--- src/rtl/clock_ctrl_pkg.sv ---
// Shared constants and state encoding for the digital-clock sequencer.
package clock_ctrl_pkg;

  localparam logic [1:0] ST_RUN       = 2'd0;
  localparam logic [1:0] ST_SET_HOURS = 2'd1;
  localparam logic [1:0] ST_SET_MINS  = 2'd2;

  localparam int                SECS_W   = 6;
  localparam logic [SECS_W-1:0] SECS_MAX = 6'd59;

  typedef enum logic [1:0] {
    S_RUN       = ST_RUN,
    S_SET_HOURS = ST_SET_HOURS,
    S_SET_MINS  = ST_SET_MINS
  } state_e;

endpackage

--- src/rtl/clock_ctrl_if.sv ---
// Board-side bundle of the clock sequencer: buttons and carry status in,
// counter enables and display state out.
interface clock_ctrl_if;
  import clock_ctrl_pkg::*;

  logic              btn_mode;
  logic              btn_inc;
  logic              mins_at_max;
  logic              inc_mins;
  logic              inc_hours;
  logic [SECS_W-1:0] seconds;
  logic              set_hours_active;
  logic              set_mins_active;
  logic              blink;

  modport master (
    output btn_mode, btn_inc, mins_at_max,
    input  inc_mins, inc_hours, seconds, set_hours_active, set_mins_active, blink
  );

  modport slave (
    input  btn_mode, btn_inc, mins_at_max,
    output inc_mins, inc_hours, seconds, set_hours_active, set_mins_active, blink
  );

endinterface

--- src/rtl/edge_detect.sv ---
// Rising-edge detector for a level that is already synchronous to clk.
// rise is combinational from the input and the previous-cycle register.
module edge_detect (
  input  logic clk,
  input  logic reset_n,
  input  logic in,
  output logic rise
);

  logic prev_q;

  always_ff @(posedge clk or negedge reset_n) begin
    if (!reset_n) prev_q <= 1'b0;
    else          prev_q <= in;
  end

  assign rise = in & ~prev_q;

endmodule

--- src/rtl/clock_ctrl.sv ---
// Digital-clock sequencer: 1 Hz timebase, seconds count, time-set FSM and
// single-cycle minute/hour enables. AUTO_REPEAT_EN adds held-button auto-repeat.
module clock_ctrl
  import clock_ctrl_pkg::*;
#(
  parameter int CLK_HZ        = 100_000_000,
  parameter int SET_TIMEOUT_S = 10,
  parameter int HOLD_CYCLES   = CLK_HZ / 2,
  parameter int REPEAT_CYCLES = CLK_HZ / 8
) (
  input  logic        clk,
  input  logic        reset_n,
  clock_ctrl_if.slave bus
);

  localparam int             PW         = (CLK_HZ > 1) ? $clog2(CLK_HZ) : 1;
  localparam int             TW         = (SET_TIMEOUT_S > 1) ? $clog2(SET_TIMEOUT_S + 1) : 1;
  localparam logic [PW-1:0]  PRESC_LAST = PW'(CLK_HZ - 1);
  localparam logic [PW-1:0]  PRESC_HALF = PW'(CLK_HZ / 2);
  localparam logic [TW-1:0]  TMO_LAST   = TW'(SET_TIMEOUT_S - 1);

  state_e            state_q, state_d;
  logic [PW-1:0]     presc_q, presc_d;
  logic [SECS_W-1:0] secs_q, secs_d;
  logic [TW-1:0]     tmo_q, tmo_d;
  logic              inc_mins_q, inc_mins_d;
  logic              inc_hours_q, inc_hours_d;
  logic              blink_q;

  logic rise_mode, rise_inc;
  logic tick, tmo_expire, in_set, rep_fire;

  edge_detect u_edge_mode (
    .clk     (clk),
    .reset_n (reset_n),
    .in      (bus.btn_mode),
    .rise    (rise_mode)
  );

  edge_detect u_edge_inc (
    .clk     (clk),
    .reset_n (reset_n),
    .in      (bus.btn_inc),
    .rise    (rise_inc)
  );

  assign tick       = (presc_q == PRESC_LAST);
  assign in_set     = (state_q != S_RUN);
  assign tmo_expire = (SET_TIMEOUT_S != 0) && tick && (tmo_q == TMO_LAST);

`ifdef AUTO_REPEAT_EN
  localparam int RMAX = (HOLD_CYCLES > REPEAT_CYCLES) ? HOLD_CYCLES : REPEAT_CYCLES;
  localparam int RW   = $clog2(RMAX + 1);

  logic [RW-1:0] rep_cnt_q, rep_cnt_d;
  logic          rep_arm_q, rep_arm_d;
  logic          rep_on_q, rep_on_d;

  // Repeat only follows a rise seen inside a set state, never a level carried in from RUN.
  always_comb begin
    rep_cnt_d = rep_cnt_q;
    rep_arm_d = rep_arm_q;
    rep_on_d  = rep_on_q;
    rep_fire  = 1'b0;
    if (!in_set || !bus.btn_inc || rise_mode) begin
      rep_cnt_d = '0;
      rep_arm_d = 1'b0;
      rep_on_d  = 1'b0;
    end else if (rise_inc) begin
      rep_cnt_d = '0;
      rep_arm_d = 1'b1;
      rep_on_d  = 1'b0;
    end else if (rep_arm_q) begin
      rep_cnt_d = rep_cnt_q + 1'b1;
      if (!rep_on_q && rep_cnt_q == RW'(HOLD_CYCLES - 1)) begin
        rep_fire  = 1'b1;
        rep_cnt_d = '0;
        rep_on_d  = 1'b1;
      end else if (rep_on_q && rep_cnt_q == RW'(REPEAT_CYCLES - 1)) begin
        rep_fire  = 1'b1;
        rep_cnt_d = '0;
      end
    end
  end

  always_ff @(posedge clk or negedge reset_n) begin
    if (!reset_n) begin
      rep_cnt_q <= '0;
      rep_arm_q <= 1'b0;
      rep_on_q  <= 1'b0;
    end else begin
      rep_cnt_q <= rep_cnt_d;
      rep_arm_q <= rep_arm_d;
      rep_on_q  <= rep_on_d;
    end
  end
`else
  logic unused_rep_cfg;
  assign rep_fire       = 1'b0;
  assign unused_rep_cfg = ^{HOLD_CYCLES, REPEAT_CYCLES};
`endif

  always_comb begin
    state_d     = state_q;
    presc_d     = tick ? '0 : presc_q + 1'b1;
    secs_d      = secs_q;
    tmo_d       = tmo_q;
    inc_mins_d  = 1'b0;
    inc_hours_d = 1'b0;
    unique case (state_q)
      S_RUN: begin
        if (rise_mode) begin
          state_d = S_SET_HOURS;
          tmo_d   = '0;
        end
        if (tick) begin
          if (secs_q == SECS_MAX) begin
            secs_d      = '0;
            inc_mins_d  = 1'b1;
            inc_hours_d = bus.mins_at_max;
          end else begin
            secs_d = secs_q + 1'b1;
          end
        end
      end
      S_SET_HOURS, S_SET_MINS: begin
        // Mode edge has priority; a simultaneous inc edge is dropped.
        if (rise_mode) begin
          tmo_d = '0;
          if (state_q == S_SET_HOURS) begin
            state_d = S_SET_MINS;
          end else begin
            state_d = S_RUN;
            secs_d  = '0;
            presc_d = '0;
          end
        end else if (rise_inc || rep_fire) begin
          tmo_d = '0;
          if (state_q == S_SET_HOURS) inc_hours_d = 1'b1;
          else                        inc_mins_d  = 1'b1;
        end else if (tmo_expire) begin
          state_d = S_RUN;
          secs_d  = '0;
          presc_d = '0;
          tmo_d   = '0;
        end else if (tick && SET_TIMEOUT_S != 0) begin
          tmo_d = tmo_q + 1'b1;
        end
      end
      default: state_d = S_RUN;
    endcase
  end

  always_ff @(posedge clk or negedge reset_n) begin
    if (!reset_n) begin
      state_q     <= S_RUN;
      presc_q     <= '0;
      secs_q      <= '0;
      tmo_q       <= '0;
      inc_mins_q  <= 1'b0;
      inc_hours_q <= 1'b0;
      blink_q     <= 1'b0;
    end else begin
      state_q     <= state_d;
      presc_q     <= presc_d;
      secs_q      <= secs_d;
      tmo_q       <= tmo_d;
      inc_mins_q  <= inc_mins_d;
      inc_hours_q <= inc_hours_d;
      blink_q     <= (presc_q < PRESC_HALF);
    end
  end

  assign bus.inc_mins         = inc_mins_q;
  assign bus.inc_hours        = inc_hours_q;
  assign bus.seconds          = secs_q;
  assign bus.set_hours_active = (state_q == S_SET_HOURS);
  assign bus.set_mins_active  = (state_q == S_SET_MINS);
  assign bus.blink            = blink_q;

endmodule

--- src/flat_wrapper.sv ---
// flat-port wrapper written by rule: the top's interface ports become plain ports
module clock_ctrl_flat import clock_ctrl_pkg::*;
#(
  parameter int CLK_HZ        = 100_000_000,
  parameter int SET_TIMEOUT_S = 10,
  parameter int HOLD_CYCLES   = CLK_HZ / 2,
  parameter int REPEAT_CYCLES = CLK_HZ / 8
)
  (clk, reset_n, bus_btn_mode, bus_btn_inc, bus_mins_at_max, bus_inc_mins, bus_inc_hours, bus_seconds, bus_set_hours_active, bus_set_mins_active, bus_blink);
  clock_ctrl_if bus_i ();
  input  logic clk;
  input  logic reset_n;
  input wire logic [$bits(bus_i.btn_mode)-1:0] bus_btn_mode;
  input wire logic [$bits(bus_i.btn_inc)-1:0] bus_btn_inc;
  input wire logic [$bits(bus_i.mins_at_max)-1:0] bus_mins_at_max;
  output wire logic [$bits(bus_i.inc_mins)-1:0] bus_inc_mins;
  output wire logic [$bits(bus_i.inc_hours)-1:0] bus_inc_hours;
  output wire logic [$bits(bus_i.seconds)-1:0] bus_seconds;
  output wire logic [$bits(bus_i.set_hours_active)-1:0] bus_set_hours_active;
  output wire logic [$bits(bus_i.set_mins_active)-1:0] bus_set_mins_active;
  output wire logic [$bits(bus_i.blink)-1:0] bus_blink;
  assign bus_i.btn_mode = bus_btn_mode;
  assign bus_i.btn_inc = bus_btn_inc;
  assign bus_i.mins_at_max = bus_mins_at_max;
  assign bus_inc_mins = bus_i.inc_mins;
  assign bus_inc_hours = bus_i.inc_hours;
  assign bus_seconds = bus_i.seconds;
  assign bus_set_hours_active = bus_i.set_hours_active;
  assign bus_set_mins_active = bus_i.set_mins_active;
  assign bus_blink = bus_i.blink;
  clock_ctrl #(.CLK_HZ(CLK_HZ), .SET_TIMEOUT_S(SET_TIMEOUT_S), .HOLD_CYCLES(HOLD_CYCLES), .REPEAT_CYCLES(REPEAT_CYCLES)) u_core (.clk(clk), .reset_n(reset_n), .bus(bus_i));
endmodule
--- config.mk ---
export PLATFORM = sky130hd
export DESIGN_NAME = clock_ctrl_flat
export DESIGN_NICKNAME = d
export VERILOG_FILES = /design/src/rtl/clock_ctrl_pkg.sv /design/src/rtl/clock_ctrl_if.sv /design/src/rtl/edge_detect.sv /design/src/rtl/clock_ctrl.sv /design/src/flat_wrapper.sv
export SDC_FILE = /design/constraint.sdc
export NUM_CORES = 1
export LEC_CHECK = 0
export ABC_AREA = 1
export CAP_MARGIN = 20
export CORE_MARGIN = 5
export CORE_UTILIZATION = 53
export DETAILED_ROUTE_END_ITERATION = 8
export GPL_ROUTABILITY_DRIVEN = 0
export PLACE_DENSITY = 0.73
export SLEW_MARGIN = 25
export SYNTH_ARGS = -nofsm -noshare
export SYNTH_HDL_FRONTEND = slang
export SYNTH_SLANG_ARGS = --single-unit
--- constraint.sdc ---
create_clock -name clk -period 1.5 [get_ports clk]
set_input_delay 0.15 -clock clk [delete_from_list [all_inputs] [get_ports clk]]
set_output_delay 0.15 -clock clk [all_outputs]
set_load 0.02 [all_outputs]
* Yosys cells after proc, flatten, opt, wreduce, memory -nomap -nowiden *
Index checks and enable logic that the tools add are counted.

operators by class
  add/sub/neg operators = 3
  $lt $le $gt $ge = 1
  eq/ne operators = 11
  muxes and demuxes = 37
  bitwise gates (word level) = 4
  reduce and logical (&&, ||, !) cells = 7

operators by type and width
  operator                                                                 count
  27-bit two-way mux                                                       6
  6-bit two-way mux                                                        6
  27-bit by 1-bit adder with 27-bit output (second input constant)         1
  27-bit equality test (second input constant)                             1
  27-bit by 26-bit < comparator with 1-bit output (second input constant)  1
  4-bit two-way mux                                                        5
  6-bit case mux with 2 select lines                                       1
  1-bit two-way mux                                                        10
  2-bit two-way mux                                                        5
  4-bit case mux with 2 select lines                                       1
  6-bit by 1-bit adder with 6-bit output (second input constant)           1
  6-bit equality test (second input constant)                              1
  3-bit AND reduction                                                      2
  5-bit by 1-bit != test with 1-bit output (second input constant)         1
  5-bit AND reduction                                                      1
  4-bit by 1-bit adder with 4-bit output (second input constant)           1
  4-bit equality test (second input constant)                              1
  2-bit by 1-bit != test with 1-bit output (second input constant)         2
  1-bit case mux with 2 select lines                                       2
  2-bit case mux with 2 select lines                                       1
  3-bit by 1-bit != test with 1-bit output (second input constant)         1
  3-bit by 2-bit != test with 1-bit output (second input constant)         1
  3-bit != test (second input constant)                                    1
  1-bit bitwise AND                                                        2
  other kinds (7)                                                          8

storage, ports and cells
  flip-flop bits (word level) = 44
  input port bits = 5
  output and inout port bits = 11
  word-level logic and storage cells = 72

* Logic depth before layout (Yosys ltp) *
  word-level depth = 6
  mapped depth = 11
  mapped depth without buffers = 11

* By module *
A second synthesis with hierarchy kept.

unflattened totals
  cell total of the unflattened synthesis = 364
  area, all modules = 2743.9 um^2

modules (own cells, without submodules)
  module       times used  cells each  area an instance (um^2)  sequential area each (um^2)
  clock_ctrl   1           358         2673.8                   1051.0
  edge_detect  2           3           35.0                     25.0

* Worst setup path after synthesis *
No wires, ideal clock.

  path kind = register to register
  start point = register u_core.presc_q[0]
  end point = register u_core.secs_q[2] (netlist: u_core.bus.seconds[2])
  setup time = 0.118 ns
  arrival time = 1.503 ns
  data required time = 1.382 ns
  path slack = -0.121 ns
  stages on the path, launching flop included = 11
  buffers on the path = 0
  period minus slack after synthesis = 1.621 ns
  cell sequence = dfrtp_1 > ha_1 > nand2_1 > nor2_4 > nand2_4 > nor2_8 > nand2_4 > a21oi_4 > nand3_4 > nand2_1 > nand2_1

on the way
  word-level cells in the longest chain between the ends = 4
  elaborated cells between the ends (all ways) = 5

RTL lines
  item                                                       RTL line           text
  start: declaration                                         clock_ctrl.sv:23   logic [PW-1:0] presc_q, presc_d;
  start signal: assignment                                   clock_ctrl.sv:165  presc_q <= presc_d;
  27-bit equality test *                                     clock_ctrl.sv:47   assign tick = (presc_q == PRESC_LAST);
  1-bit logical AND                                          clock_ctrl.sv:49   assign tmo_expire = (SET_TIMEOUT_S != 0) && tick && (tmo_q == TMO_LAST);
  3-bit by 1-bit != test with 1-bit output (no source line)  -
  5-bit AND reduction (no source line) *                     -
  end signal: assignment                                     clock_ctrl.sv:166  secs_q <= secs_d;
  end: declaration                                           clock_ctrl.sv:24   logic [SECS_W-1:0] secs_q, secs_d;

Mark *: on every way between the ends. The rest lies on a longest branch, timed or not.
A chain may end at the register's enable or synchronous reset.

* Worst setup path in the final report *
  start point = register u_core.presc_q[0]
  end point = register u_core.secs_q[0] (netlist: u_core.bus.seconds[0])

Same word-level chain as after synthesis.

==> run metrics <==
# DRC 0; fin nets 430; Worst Setup SP u_core.presc_q[0]$_DFF_PN0_; outcome complete, but fails checks; setup violators final 41; Num CTS Buffers 5; clock tree buffer depth 2; Power Dens Cells 1180 nW/um^2; register area share after synthesis 42.5%; Compound-Gate Fraction of Synth Area 9.12%; ys flop type dfrtp_1; Worst R2R Start u_core.presc_q[0]$_DFF_PN0_; vias per cell 5.19; Critical Path Fanout Max 6; CP Data Required Time 1.69 ns; die area 6390 um^2; pre-CTS WS -0.162 ns; Setup WS post-layout -0.132 ns; row cnt 25; area occupied by multi-input gates 1550 um^2; CTS clk-pin slew, worst paths 0.08 ns; number of port buffers 15; Overflow after GRT 0; CTS Sinks 44; Max H-tree Level 2; adder-cell share of the synthesized area 4.34%; Syn Nets 342; Fin. Hold Viols 0; Slew HR 69.7%; fmax 0.613 GHz; largest family of logic cells by synthesized area simple AND/OR/NAND/NOR gates; Hold Path Class in -> reg; io pins 16; Worst-Margin Slew 0.455 ns; Clock Skews 0.00617 ns; worst ir drop on vdd 0.00101 V; final worst path period share 109%; RSZ-0062 raised after global routing yes; placed instance area 3330 um^2; # diodes 0; layout cell share with drive strength beyond 1 34.1%; DRT Pass-1 Iters 5; capturing element type of the critical path flop; die height 80.0 um; placed insts 470; failing checks negative setup slack; Synth Instances 328; Post-Route Utilization 77.3%; Area growth syn-to-layout 40.8%; mean post-synth cell area 7.91 um^2; first-pass GRT wire length 11.4 mm; mapped cell area 2590 um^2; Fillers 341; initial detailed-routing violation count 164; Yosys cell types 35; design area 3650 um^2; Worst Path Arrival 1.82 ns; largest net degree at the start of global routing 27; hold path cells 1; Post-DP HPWL 4.60 mm; total track usage 22.4%; Initial Util 54.9%; core area 4720 um^2; cell depth of the worst flop-to-flop path 10; Root Driver clkbuf_8; number of global-route vias before repair 2589; final antenna-violating net count 0; synth warn 0; number of synthesized flops with an enable pin 0; post-synthesis simple-gate area fraction 35.8%; Max-Cap Viols 0; Setup crit start kind flop; Skew-Pair Late Insertion Delay 0.29 ns; fin crit period 1.63 ns; synthesized flop and latch total 44; Die Width 80.0 um; WL/cell 13.7 um; Synth Area in XOR/XNOR 2.70%; Routed WL 6.63 mm; Slew Limit Fails 0; initial antenna violation count 0; Final Power 0.00429 W; Leak 1.86 nW; TritonCTS clock tree built; Min-Delay Startpoint bus_btn_inc; Finished Layout Cells 483; Async SR Flop Fraction 100%; post-synthesis mux area share 0%; Via Count 2509; critical path class reg -> reg; Register Area 1100 um^2
-- sequential cells by signal, summed over array words and instances, names as in the netlist --
signal / count
u_core.state_q: 2
u_core.u_edge_mode.prev_q: 1
u_core.bus.inc_mins: 1
u_core.bus.blink: 1
u_core.presc_q: 27
u_core.bus.inc_hours: 1
u_core.u_edge_inc.prev_q: 1
u_core.bus.seconds: 6
u_core.tmo_q: 4
-- Yosys cell counts (all sizes together), types with 2 or more instances --
master,number,area [um^2]
nor2,62,294
or2,2,12.5
nor3,9,55.1
nand3,27,165
xor2,6,52.6
a21oi,16,91.3
buf,2,10.0
nor3b,2,15.0
xnor2,2,17.5
dfrtp,44,1100
nand3b,3,22.5
a211oi,2,15.0
inv,36,135
ha,9,113
nand4,6,37.5
nand2,78,318
o21ai,17,100
o21a,2,15.0
-- worst paths after layout --
kind	endpoint	slack [ns]
max in group asynchronous	u_core.presc_q[19]$_DFF_PN0_	0.66
min reg2reg	u_core.presc_q[2]$_DFF_PN0_	0.51
max reg2reg	u_core.bus.seconds[0]$_DFFE_PN0P_	-0.13
min	u_core.u_edge_inc.prev_q$_DFF_PN0_	0.32
max	u_core.bus.seconds[0]$_DFFE_PN0P_	-0.13
min in group asynchronous	u_core.presc_q[13]$_DFF_PN0_	0.34
-- layer usage --
layer,up-vias,GRT usage (%),part of all wire (%),wire (um)
li1,1239,-,-,-
met1,1190,26.8,40,2680
met2,62,40.1,53,3550
met3,18,4.29,3.8,254
met4,0,7.09,2.3,151
met5,-,0,0,0
-- critical path, cell delays in order, from the launching register on --
cell	delay, ns
dfrtp_1	0.38
ha_2	0.20
nand2_2	0.06
nor2_4	0.12
nand2_4	0.10
nor2_8	0.12
nand2_4	0.09
a21oi_4	0.18
nand3_4	0.13
nand2_1	0.09
nand2_1	0.05
-- cells by family after synthesis --
| logic type | count (synthesis) |
|---|---|
| AO/OA/AOI/OAI | 39 |
| XOR/XNOR | 8 |
| adder cells (fa/ha/maj) | 9 |
| buffers and inverters | 38 |
| flip-flops | 44 |
| AND/OR/NAND/NOR | 190 |
-- timing repair --
item,CTS,global route
endpoints found under the hold margin,18,0
gates resized for setup,23,33
pin swaps,7,8
setup buffers,1,3
hold buffers,1,0
gates cloned,0,1
setup endpoints to repair,34,48
-- layout make-up --
| type | count | area share, % |
|---|---|---|
| Clock buffer | 6 | 1.99 |
| Clock inverter | 1 | 0.137 |
| Inverter | 36 | 3.77 |
| Multi-Input combinational cell | 246 | 42.3 |
| Sequential cell | 44 | 30.1 |
| Tap cell | 67 | 2.30 |
| Timing Repair Buffer | 83 | 19.3 |
-- layout by cell type (no fill, tap or decap), types with 5 or more instances in the layout --
cell type | Yosys | routed
dlymetal6s2s_1 | 0 | 5
nand3_4 | 2 | 5
clkdlybuf4s50_1 | 0 | 6
ha_1 | 9 | 8
buf_4 | 0 | 63
nand2_1 | 72 | 66
nor2_4 | 5 | 12
nand3_1 | 24 | 21
inv_1 | 30 | 29
dfrtp_1 | 44 | 44
o21ai_1 | 9 | 6
xor2_1 | 6 | 6
inv_2 | 6 | 6
nand4_1 | 6 | 6
a21oi_1 | 15 | 13
nor2_1 | 53 | 42
nor2_2 | 3 | 7
nor3_2 | 2 | 7
nand2_2 | 4 | 8
clkbuf_8 | 0 | 5
o21ai_0 | 6 | 5
-- metrics by stage --
step / hold slack, ns / setup TNS, ns
3_5_place_dp: 0.124 / -2.15
2_1_floorplan: -0.146 / -1.16
6_report: 0.319 / -2.98
3_3_place_gp: 0.125 / -1.03
4_1_cts: 0.313 / -1.11
5_1_grt: 0.304 / -7.30
-- where the power goes --
part / switching (W) / internal, W
clock network: 0.000387 / 0.000317
registers: 0.000124 / 0.00136
logic: 0.00116 / 0.000941
Note: power is estimated with default switching activity, not from simulation.
